===== src/rtl/rdma_rc_pkg.sv =====
// Shared definitions for the RC PDU parser: QP state codes, opcode class bounds,
// header geometry and the result flag record.
package rdma_rc_pkg;

  localparam int unsigned HDR_W = 64;

  localparam logic [2:0] QP_RESET = 3'd0;
  localparam logic [2:0] QP_INIT  = 3'd1;
  localparam logic [2:0] QP_RTR   = 3'd2;
  localparam logic [2:0] QP_RTS   = 3'd3;
  localparam logic [2:0] QP_ERROR = 3'd7;

  localparam logic [7:0] OP_DATA_MAX = 8'h1F;
  localparam logic [7:0] OP_CTRL_MIN = 8'h20;
  localparam logic [7:0] OP_CTRL_MAX = 8'h7F;
  localparam logic [7:0] OP_RSVD_MIN = 8'h80;

  typedef enum logic {
    ST_HDR  = 1'b0,
    ST_BODY = 1'b1
  } pdu_state_e;

  // Result flags in record order, MSB first
  typedef struct packed {
    logic is_data;
    logic is_ctrl;
    logic opcode_err;
    logic qpn_err;
    logic psn_err;
    logic len_err;
  } rc_flags_t;

endpackage


===== src/rtl/rdma_rc_qpn_lookup.sv =====
// Priority match of a QPN against the context table; lowest matching index wins.
module rdma_rc_qpn_lookup #(
  parameter int unsigned NUM_QP    = 4,
  parameter int unsigned QPN_WIDTH = 16,
  parameter int unsigned IDX_W     = 2
) (
  input  logic [QPN_WIDTH*NUM_QP-1:0] qp_qpn,
  input  logic [QPN_WIDTH-1:0]        qpn,
  output logic                        hit_c,
  output logic [IDX_W-1:0]            idx_c
);

  always_comb begin
    hit_c = 1'b0;
    idx_c = '0;
    for (int unsigned i = 0; i < NUM_QP; i++) begin
      if (!hit_c && (qp_qpn[i*QPN_WIDTH +: QPN_WIDTH] == qpn)) begin
        hit_c = 1'b1;
        idx_c = IDX_W'(i);
      end
    end
  end

endmodule


===== src/rtl/rdma_rc_pdu_parser_mq.sv =====
// Multi-QP RC PDU parser: decodes the header beat, checks opcode/QPN/PSN per QP
// context and emits one result record per PDU through a one-deep result register.
module rdma_rc_pdu_parser_mq
  import rdma_rc_pkg::*;
#(
  parameter int unsigned NUM_QP        = 4,
  parameter int unsigned QPN_WIDTH     = 16,
  parameter int unsigned PSN_WIDTH     = 24,
  parameter int unsigned OPCODE_WIDTH  = 8,
  parameter int unsigned DATA_WIDTH    = 64,
  parameter int unsigned OPCODE_OFFSET = 56,
  parameter int unsigned QPN_OFFSET    = 32,
  parameter int unsigned PSN_OFFSET    = 8,
  parameter int unsigned MAX_BEATS     = 64,
  localparam int unsigned QP_IDX_W     = (NUM_QP > 1) ? $clog2(NUM_QP) : 1,
  localparam int unsigned BEAT_W       = $clog2(MAX_BEATS + 1)
) (
  input  logic                        clk,
  input  logic                        rst_n,
  input  logic [DATA_WIDTH-1:0]       s_data,
  input  logic                        s_valid,
  input  logic                        s_last,
  output logic                        s_ready,
  input  logic [3*NUM_QP-1:0]         qp_state,
  input  logic [QPN_WIDTH*NUM_QP-1:0] qp_qpn,
  input  logic                        psn_init_we,
  input  logic [QP_IDX_W-1:0]         psn_init_idx,
  input  logic [PSN_WIDTH-1:0]        psn_init_val,
  output logic                        r_valid,
  input  logic                        r_ready,
  output logic [OPCODE_WIDTH-1:0]     r_opcode,
  output logic [QPN_WIDTH-1:0]        r_qpn,
  output logic [PSN_WIDTH-1:0]        r_psn,
  output logic [QP_IDX_W-1:0]         r_qp_idx,
  output logic                        r_is_data,
  output logic                        r_is_ctrl,
  output logic [BEAT_W-1:0]           r_beats,
  output logic                        r_opcode_err,
  output logic                        r_qpn_err,
  output logic                        r_psn_err,
  output logic                        r_len_err
);

  pdu_state_e state_q, state_n;
  logic run_q, beat_acc_c, hdr_beat_c, done_c;
  logic [HDR_W-1:0] hdr_c;
  logic [OPCODE_WIDTH-1:0] dec_op_c, op_q, cur_op_c;
  logic [QPN_WIDTH-1:0] dec_qpn_c, qpn_q, cur_qpn_c;
  logic [PSN_WIDTH-1:0] dec_psn_c, psn_q, cur_psn_c, cur_exp_c;
  logic lk_hit_c, hit_q, cur_hit_c;
  logic [QP_IDX_W-1:0] lk_idx_c, idx_q, cur_idx_c;
  logic [2:0] lk_st_c, st_q, cur_st_c;
  logic [BEAT_W-1:0] beats_q, cur_beats_c;
  logic ovf_q, cur_ovf_c, psn_inc_c;
  logic [PSN_WIDTH-1:0] exp_psn_q [NUM_QP];
  rc_flags_t flags_c, flags_q;
  logic unused_data_c;

  // Header fields and context lookup from the current beat
  assign hdr_c     = s_data[DATA_WIDTH-HDR_W +: HDR_W];
  assign dec_op_c  = hdr_c[OPCODE_OFFSET +: OPCODE_WIDTH];
  assign dec_qpn_c = hdr_c[QPN_OFFSET +: QPN_WIDTH];
  assign dec_psn_c = hdr_c[PSN_OFFSET +: PSN_WIDTH];
  assign unused_data_c = ^s_data;

  rdma_rc_qpn_lookup #(
    .NUM_QP    (NUM_QP),
    .QPN_WIDTH (QPN_WIDTH),
    .IDX_W     (QP_IDX_W)
  ) u_lookup (
    .qp_qpn (qp_qpn),
    .qpn    (dec_qpn_c),
    .hit_c  (lk_hit_c),
    .idx_c  (lk_idx_c)
  );

  always_comb begin
    lk_st_c = '0;
    for (int unsigned i = 0; i < NUM_QP; i++) begin
      if (lk_idx_c == QP_IDX_W'(i)) lk_st_c = qp_state[3*i +: 3];
    end
  end

  // A single-beat PDU completes on its header beat, so the live decode bypasses the latches
  assign cur_op_c    = hdr_beat_c ? dec_op_c  : op_q;
  assign cur_qpn_c   = hdr_beat_c ? dec_qpn_c : qpn_q;
  assign cur_psn_c   = hdr_beat_c ? dec_psn_c : psn_q;
  assign cur_hit_c   = hdr_beat_c ? lk_hit_c  : hit_q;
  assign cur_idx_c   = hdr_beat_c ? lk_idx_c  : idx_q;
  assign cur_st_c    = hdr_beat_c ? lk_st_c   : st_q;
  assign cur_beats_c = hdr_beat_c ? BEAT_W'(1) :
                       (beats_q == BEAT_W'(MAX_BEATS)) ? beats_q : beats_q + BEAT_W'(1);
  assign cur_ovf_c   = hdr_beat_c ? 1'b0 : (ovf_q | (beats_q == BEAT_W'(MAX_BEATS)));

  always_comb begin
    cur_exp_c = '0;
    for (int unsigned i = 0; i < NUM_QP; i++) begin
      if (cur_idx_c == QP_IDX_W'(i)) cur_exp_c = exp_psn_q[i];
    end
  end

  always_comb begin
    flags_c            = '0;
    flags_c.is_data    = (cur_op_c <= OPCODE_WIDTH'(OP_DATA_MAX));
    flags_c.is_ctrl    = (cur_op_c >= OPCODE_WIDTH'(OP_CTRL_MIN)) &&
                         (cur_op_c <= OPCODE_WIDTH'(OP_CTRL_MAX));
    flags_c.qpn_err    = !cur_hit_c;
    flags_c.len_err    = cur_ovf_c;
    if (cur_hit_c) begin
      if (cur_op_c >= OPCODE_WIDTH'(OP_RSVD_MIN)) flags_c.opcode_err = 1'b1;
      else if (cur_st_c == QP_RTS)                flags_c.opcode_err = !flags_c.is_data;
      else if (cur_st_c == QP_RTR)                flags_c.opcode_err = !flags_c.is_ctrl;
      else                                        flags_c.opcode_err = 1'b1;
      flags_c.psn_err = (cur_st_c == QP_RTS) && flags_c.is_data && (cur_psn_c != cur_exp_c);
    end
  end

  assign psn_inc_c = done_c && cur_hit_c && (cur_st_c == QP_RTS) && flags_c.is_data &&
                     !flags_c.opcode_err && !flags_c.psn_err && !flags_c.len_err;

  assign s_ready    = run_q && (!r_valid || r_ready);
  assign beat_acc_c = s_valid && s_ready;

  // FSM state register
  always_ff @(posedge clk or negedge rst_n) begin
    if (!rst_n) state_q <= ST_HDR;
    else        state_q <= state_n;
  end

  // FSM next state
  always_comb begin
    state_n = state_q;
    if (beat_acc_c) begin
      case (state_q)
        ST_HDR:  if (!s_last) state_n = ST_BODY;
        ST_BODY: if (s_last)  state_n = ST_HDR;
        default: state_n = ST_HDR;
      endcase
    end
  end

  // FSM outputs
  always_comb begin
    hdr_beat_c = 1'b0;
    done_c     = 1'b0;
    if (state_q == ST_HDR) hdr_beat_c = 1'b1;
    if (beat_acc_c)        done_c     = s_last;
  end

  // Per-PDU latches and beat counter
  always_ff @(posedge clk or negedge rst_n) begin
    if (!rst_n) begin
      run_q   <= 1'b0;
      op_q    <= '0;
      qpn_q   <= '0;
      psn_q   <= '0;
      hit_q   <= 1'b0;
      idx_q   <= '0;
      st_q    <= '0;
      beats_q <= '0;
      ovf_q   <= 1'b0;
    end else begin
      run_q <= 1'b1;
      if (beat_acc_c) begin
        op_q    <= cur_op_c;
        qpn_q   <= cur_qpn_c;
        psn_q   <= cur_psn_c;
        hit_q   <= cur_hit_c;
        idx_q   <= cur_idx_c;
        st_q    <= cur_st_c;
        beats_q <= cur_beats_c;
        ovf_q   <= cur_ovf_c;
      end
    end
  end

  // Expected PSN per context; an init write wins over a same-cycle increment
  always_ff @(posedge clk or negedge rst_n) begin
    if (!rst_n) begin
      for (int unsigned i = 0; i < NUM_QP; i++) exp_psn_q[i] <= '0;
    end else begin
      for (int unsigned i = 0; i < NUM_QP; i++) begin
        if (psn_init_we && (psn_init_idx == QP_IDX_W'(i)))
          exp_psn_q[i] <= psn_init_val;
        else if (psn_inc_c && (cur_idx_c == QP_IDX_W'(i)))
          exp_psn_q[i] <= exp_psn_q[i] + PSN_WIDTH'(1);
      end
    end
  end

  // Result register
  always_ff @(posedge clk or negedge rst_n) begin
    if (!rst_n) begin
      r_valid  <= 1'b0;
      r_opcode <= '0;
      r_qpn    <= '0;
      r_psn    <= '0;
      r_qp_idx <= '0;
      r_beats  <= '0;
      flags_q  <= '0;
    end else if (done_c) begin
      r_valid  <= 1'b1;
      r_opcode <= cur_op_c;
      r_qpn    <= cur_qpn_c;
      r_psn    <= cur_psn_c;
      r_qp_idx <= cur_idx_c;
      r_beats  <= cur_beats_c;
      flags_q  <= flags_c;
    end else if (r_valid && r_ready) begin
      r_valid <= 1'b0;
    end
  end

  assign r_is_data    = flags_q.is_data;
  assign r_is_ctrl    = flags_q.is_ctrl;
  assign r_opcode_err = flags_q.opcode_err;
  assign r_qpn_err    = flags_q.qpn_err;
  assign r_psn_err    = flags_q.psn_err;
  assign r_len_err    = flags_q.len_err;

endmodule

===== config.mk =====
export PLATFORM = sky130hd
export DESIGN_NAME = rdma_rc_pdu_parser_mq
export DESIGN_NICKNAME = d
export VERILOG_FILES = /design/src/rtl/rdma_rc_pkg.sv /design/src/rtl/rdma_rc_qpn_lookup.sv /design/src/rtl/rdma_rc_pdu_parser_mq.sv
export SDC_FILE = /design/constraint.sdc
export NUM_CORES = 1
export LEC_CHECK = 0
export CAP_MARGIN = 40
export CORE_MARGIN = 4
export CORE_UTILIZATION = 50
export DETAILED_ROUTE_END_ITERATION = 12
export GPL_TIMING_DRIVEN = 0
export MAX_ROUTING_LAYER = met4
export PLACE_DENSITY_LB_ADDON = 0.2
export SETUP_SLACK_MARGIN = 0.02
export SYNTH_ARGS = -nofsm -noshare
export SYNTH_HDL_FRONTEND = slang
export SYNTH_SLANG_ARGS = --single-unit

===== constraint.sdc =====
create_clock -name clk -period 3.72 [get_ports clk]
set_input_delay 0.93 -clock clk [delete_from_list [all_inputs] [get_ports clk]]
set_output_delay 0.93 -clock clk [all_outputs]
set_load 0.05 [all_outputs]

# Word level (Yosys, flattened, before mapping)
# Index checks and enable logic that the tools add are counted.
# op_classes
addsub	5
n_lt_le_gt_ge	4
n_eq_ne	17
muxes	41
bitwise_logic	1
reduce_logical	42
# op_table
op	count
24-bit 2-to-1 mux	13
24-bit by 1-bit adder with 24-bit output (second input constant)	4
16-bit == test	4
24-bit != test	1
1-bit logical AND	23
1-bit 2-to-1 mux	16
16-bit 2-to-1 mux	1
3-bit 2-to-1 mux	5
7-bit 2-to-1 mux	2
2-bit == test (second input constant)	6
1-bit logical NOT	10
2-bit nonzero test	5
8-bit by 6-bit greater-or-equal comparator with 1-bit output (second input constant)	1
8-bit greater-or-equal comparator (second input constant)	1
8-bit by 5-bit less-or-equal comparator with 1-bit output (second input constant)	1
8-bit by 7-bit less-or-equal comparator with 1-bit output (second input constant)	1
8-bit 2-to-1 mux	1
7-bit by 1-bit adder with 7-bit output (second input constant)	1
7-bit == test (second input constant)	1
2-bit by 1-bit == test with 1-bit output (second input constant)	3
3-bit by 2-bit == test with 1-bit output (second input constant)	2
2-bit logical NOT	3
2-bit 2-to-1 mux	3
1-bit logical OR	1
1-bit bitwise OR	1
# totals
register_bits	224
inputBits	172
output_inout_bits	65
word_cells	136

# Logic depth before layout (Yosys ltp)
# depth
depth_word	29
mapped_depth	19
depth_no_buf	13

# Modules after synthesis
# From an unflattened synthesis, not the netlist that was laid out.
# unflattened
hier_cells	1419
hier_area_um2	13212.7
# modules_own_cells
module	instances	cells_per_inst	area_per_inst_um2	seq_area_each_um2
rdma_rc_pdu_parser_mq	1	1329	12467.0	5605.4
rdma_rc_qpn_lookup	1	90	745.7	0.0

# Worst setup path after synthesis
# Ideal clock, no wire load.
# synth_timing
kind	input -> register
from	in s_data[43]
to	reg exp_psn_q[47] (netlist name)
setup_time_ps	69
arrival_time_ps	4862
required_time_ps	3651
path_slack_ps	-1211
cell_stages	15
n_path_buf	2
cell_sequence	buf_2 -> xor2_1 -> nor4_4 -> nand4_4 -> a2111oi_4 -> o21ai_1 -> and3_1 -> or4_1 -> a221oi_2 -> o221a_2 -> nand4b_1 -> or4_1 -> buf_2 -> or4_1 -> nand3_1
# synth_between
elab_chain_len	28
elab_cells_between_ends	56
cone_classes	eq/ne: 13; mux: 23; reduce/logical: 20
# synth_rtl
element	line	source
start: declaration	rdma_rc_pdu_parser_mq.sv:20	input logic [DATA_WIDTH-1:0] s_data,
16-bit == test	rdma_rc_qpn_lookup.sv:17	if (!hit_c && (qp_qpn[i*QPN_WIDTH +: QPN_WIDTH] == qpn)) begin
1-bit 2-to-1 mux	rdma_rc_qpn_lookup.sv:17	
1-bit logical NOT	rdma_rc_qpn_lookup.sv:17	
1-bit logical AND	rdma_rc_qpn_lookup.sv:17	
1-bit 2-to-1 mux	rdma_rc_qpn_lookup.sv:17	
1-bit logical NOT	rdma_rc_qpn_lookup.sv:17	
1-bit logical AND	rdma_rc_qpn_lookup.sv:17	
1-bit 2-to-1 mux	rdma_rc_qpn_lookup.sv:17	
[... 11 more ...]	-	
1-bit 2-to-1 mux	rdma_rc_pdu_parser_mq.sv:111	else if (cur_st_c == QP_RTS) flags_c.opcode_err = !flags_c.is_data;
1-bit 2-to-1 mux	rdma_rc_pdu_parser_mq.sv:110	if (cur_op_c >= OPCODE_WIDTH'(OP_RSVD_MIN)) flags_c.opcode_err = 1'b1;
1-bit 2-to-1 mux	rdma_rc_pdu_parser_mq.sv:109	if (cur_hit_c) begin
1-bit logical NOT	rdma_rc_pdu_parser_mq.sv:119	!flags_c.opcode_err && !flags_c.psn_err && !flags_c.len_err;
1-bit logical AND	rdma_rc_pdu_parser_mq.sv:118	assign psn_inc_c = done_c && cur_hit_c && (cur_st_c == QP_RTS) && flags_c.is_data &&
1-bit logical AND (2 in a row)	rdma_rc_pdu_parser_mq.sv:119	
1-bit logical AND *	rdma_rc_pdu_parser_mq.sv:185	else if (psn_inc_c && (cur_idx_c == QP_IDX_W'(i)))
2-bit nonzero test (no line) *	-	
end signal: indexed assignment	rdma_rc_pdu_parser_mq.sv:184	exp_psn_q[i] <= psn_init_val;
end signal: indexed assignment	rdma_rc_pdu_parser_mq.sv:186	exp_psn_q[i] <= exp_psn_q[i] + PSN_WIDTH'(1);
end: declaration	rdma_rc_pdu_parser_mq.sv:55	logic [PSN_WIDTH-1:0] exp_psn_q [NUM_QP];
# Mark *: on every way between the ends. The rest lies on a longest branch, timed or not.
# A chain may end at the register's enable or synchronous reset.

# Final worst setup path
# layout_timing
from	in qp_qpn[1]
to	reg exp_psn_q[47] (netlist name)
# layout_between
elab_chain_len	28
elab_cells_between_ends	53
cone_classes	eq/ne: 10; mux: 23; reduce/logical: 20
# layout_rtl
element	line	source
start: declaration	rdma_rc_pdu_parser_mq.sv:25	input logic [QPN_WIDTH*NUM_QP-1:0] qp_qpn,
16-bit == test *	rdma_rc_qpn_lookup.sv:17	
1-bit 2-to-1 mux *	rdma_rc_qpn_lookup.sv:17	
1-bit logical NOT	rdma_rc_qpn_lookup.sv:17	
1-bit logical AND	rdma_rc_qpn_lookup.sv:17	
1-bit 2-to-1 mux	rdma_rc_qpn_lookup.sv:17	
1-bit logical NOT	rdma_rc_qpn_lookup.sv:17	
1-bit logical AND	rdma_rc_qpn_lookup.sv:17	
1-bit 2-to-1 mux	rdma_rc_qpn_lookup.sv:17	
[... 11 more ...]	-	
1-bit 2-to-1 mux	rdma_rc_pdu_parser_mq.sv:111	
1-bit 2-to-1 mux	rdma_rc_pdu_parser_mq.sv:110	
1-bit 2-to-1 mux	rdma_rc_pdu_parser_mq.sv:109	
1-bit logical NOT	rdma_rc_pdu_parser_mq.sv:119	
1-bit logical AND	rdma_rc_pdu_parser_mq.sv:118	
1-bit logical AND (2 in a row)	rdma_rc_pdu_parser_mq.sv:119	
1-bit logical AND *	rdma_rc_pdu_parser_mq.sv:185	
2-bit nonzero test (no line) *	-	
# Marks and branches as above.

==> results.yml <==
status:
  status: "finished, violations left"
  violations: "setup timing"
timing:
  skew_ps: 23.7
  setup_viol: 97
  fin_ws_ps: -1090
  grt_setup_unrepaired: "true"
  fin_crit_ps: 4810
  worstMarginPinSlew_ps: 864
  max_clock_freq_ghz: 0.208
  period_share_pct: 129
  slew_viol_final: 0
  finalSetupTns_ps: -84390
  slew_headroom_pct: 40.8
  finalHoldViolCount: 0
floorplan:
  start_util_pct: 50.6
  core.rowCount: 62
  die-area_um2: 31800
  die_h_um: 178
  ios: 237
  core_um2: 28700
  die_x_um: 178
worst_setup_path:
  end_kind: "register"
  required_ps: 4190
  cp_common_cell: "buf_4"
  timing.critical_path.from_type: "input pin"
  r2r_end: "exp_psn_q[47]"
  path_class: "input pin to register"
  crit_buf_inv: 6
  r2r_setup_slack_ps: -1060
  reg2regPathDepth: 12
  crit_arrival_ps: 5280
  r2r-start: "state_q"
  crit_family: "simple AND/OR/NAND/NOR gates"
  worstPathMaxFanout: 5
  crit_chain: "dlygate4sd2_1 -> xor2_1 -> nor4_2 -> and4_4 -> buf_4 -> a2111oi_4 -> o21ai_2 -> buf_4 -> buf_4 -> buf_4 -> buf_4 -> a21oi_1 -> or4_4 -> a221oi_4 -> o221a_4 -> nand4b_1 -> or4_4 -> or4_4 -> nand3_1"
  slowest_delay_ps: 630
  critPathSlowestCell: "or4_4"
grt:
  grt_pass1_wl_um: 84200
  grt_antenna_before_repair: 2
  grtUsageTotal_pct: 35.6
  grt_max_degree: 94
  grt_pass1_vias: 14300
  overflow: 0
logic_synthesis:
  synth-main-ff-cell: "dfrtp_1"
  ys_seq_area_share_pct: 38.6
  syn_area_per_cell_um2: 8.95
  yosysTopAreaCell: "dfrtp_1"
  synth_cell_types: 73
  syn_nets: 1799
  synth.top_cells.by_area: "dfrtp_1 (39%), mux2i_1 (6.5%), xnor2_1 (6.2%)"
  netlist_instances: 1621
  yosysTopAreaCellShare_pct: 38.6
  synth_edf_count: 0
  async_reset_ff_share_pct: 100
  synth_area_um2: 14500
  yosysWarningCount: 0
  ys_seq_elements: 224
placement:
  dp.cells: 2216
  portBuffers: 203
  place_hpwl_um: 40800
  place_area_um2: 17900
  gp_congestion: 0.990
power:
  leakagePower_nw: 8.43
  ir_worst_vdd_uv: 320
  power.density_nw_per_um2: 484
clock_tree:
  max-clock-path-buffers: 3
  cts_tree: "done"
  cts.sinks: 224
  clock_latency_ps: 540
  cts_buffers: 25
  cts_hold_buf: 0
  root_buffer: "clkbuf_16"
  path_clk_slew_ps: 60
  cts_htree_levels: 1
min_path:
  min_path_type: "input pin to asynchronous set/reset pin"
layout:
  num-nets-final: 2099
  instances_no_fill: 2323
  synthToLayoutAreaGrowth_pct: 39.1
  drive_gt1_share_pct: 22.2
  post-route-util_pct: 70.3
  stdcell_area_um2: 20200
detailed_routing:
  drc: 0
  via_count: 14100
  drt_first_pass_iters: 6
  drt_iter0_markers: 1549
  wirelength_um: 55600
  antenna_left: 0
  vias_per_cell: 6.08
  wire_per_inst_um: 23.9
run:
  cap_violations: 0
==> placed cells by master, fill, tap and decap left out, types with 10 or more instances in the layout <==
cell,count
clkdlybuf4s50_1,139
buf_6,29
dfrtp_1,223
xor2_1,61
nor2_4,10
mux2i_1,90
inv_1,28
xor2_2,37
buf_8,10
clkbuf_1,53
mux2_2,54
or3_1,19
o21ai_0,92
nor3_1,29
dlygate4sd2_1,31
o21ai_1,65
nand3_1,53
clkbuf_16,34
nor2_1,71
xnor2_1,96
nor3_2,10
clkdlybuf4s15_1,10
and3_1,30
buf_2,22
a21oi_1,54
buf_4,57
nor3_4,19
nand4_1,33
nand2_1,215
nor4_4,28
==> state kept, by name (all words and copies together), names as in the netlist, 2 cells and up <==
signal     flops
beats_q        7
exp_psn_q     96
idx_q          2
op_q           8
psn_q         24
qpn_q         16
r_beats        7
r_opcode       8
r_psn         24
r_qp_idx       2
r_qpn         16
st_q           3
==> kinds of logic after synthesis <==
| logic type | after synthesis | synth area share, % |
|---|---|---|
| compound gates | 288 | 11.7 |
| other cells | 1 | 0.0258 |
| flops | 224 | 38.6 |
| buf+inv | 141 | 4.50 |
| xor+xnor | 204 | 12.3 |
| simple gates | 608 | 21.5 |
| fa+ha+maj | 6 | 0.517 |
| mux | 149 | 10.8 |
==> report_power, final <==
part | switching, mW | internal, mW
combinational | 2.23 | 1.46
sequential | 0.571 | 2.99
clock | 1.03 | 1.48
total | 3.83 | 5.93
==> final cells by class <==
class,count,area (um2)
multi-input cells,1256,9630
fillers,2224,8530
flip-flops and latches,224,5610
repair buffers,275,2710
plain buffers,111,833
clock buffers,34,719
well taps,384,480
inverters,28,105
clock inverters,8,93.8
diodes,3,7.51
==> how the worst max path moves through the flow <==
| stage | start | to | slack (ps) | cells past startpoint |
|---|---|---|---|---|
| floorplan | s_data[33] | exp_psn_q[47] | -1090 | 15 |
| global placement | rst_n | exp_psn_q[69] | -8090 | 1 |
| detailed placement | qp_qpn[33] | exp_psn_q[72] | -2710 | 17 |
| CTS | qp_qpn[61] | exp_psn_q[47] | -900 | 14 |
| global route | qp_qpn[1] | exp_psn_q[66] | -1160 | 20 |
| finish | qp_qpn[1] | exp_psn_q[47] | -1090 | 19 |
==> metal layers <==
layer  GRT usage, %  part of all wire (%)  up-vias
met5              -                     0        -
met2           58.2                    48      720
met3           4.77                   8.4      161
li1               -                     -     6301
met4           14.5                   4.7        0
met1           45.1                    39     6951
==> cell usage after synthesis, types with 32 or more instances <==
library cell and n:
dfrtp_1 224, nand2_1 219, o21ai_0 144, xnor2_1 103, xor2_1 101, mux2i_1 94
nor2_1 88, nand3_1 62, clkbuf_1 61, nor3_1 58, a21oi_1 56, mux2_2 54
nor4_1 35, nand4_1 33, and3_1 32
==> metrics by stage <==
step                      power [mW]  hold slack [ps]  setup slack, ps
after detailed placement        7.06              465            -2710
final                           9.76              278            -1090
after CTS                       9.68              286             -897
after floorplan                 5.72              445            -1090
after global routing            10.2              307            -1160
after global placement          6.96              459            -8090
==> what timing repair did <==
item / in CTS / in global routing
buffers inserted: 53 / 8
pin swaps: 118 / 34
cloned: 6 / 0
endpoints found under the setup margin: 143 / 97
gates resized for setup: 303 / 48
No activity file was read; power rests on OpenSTA's default activity.
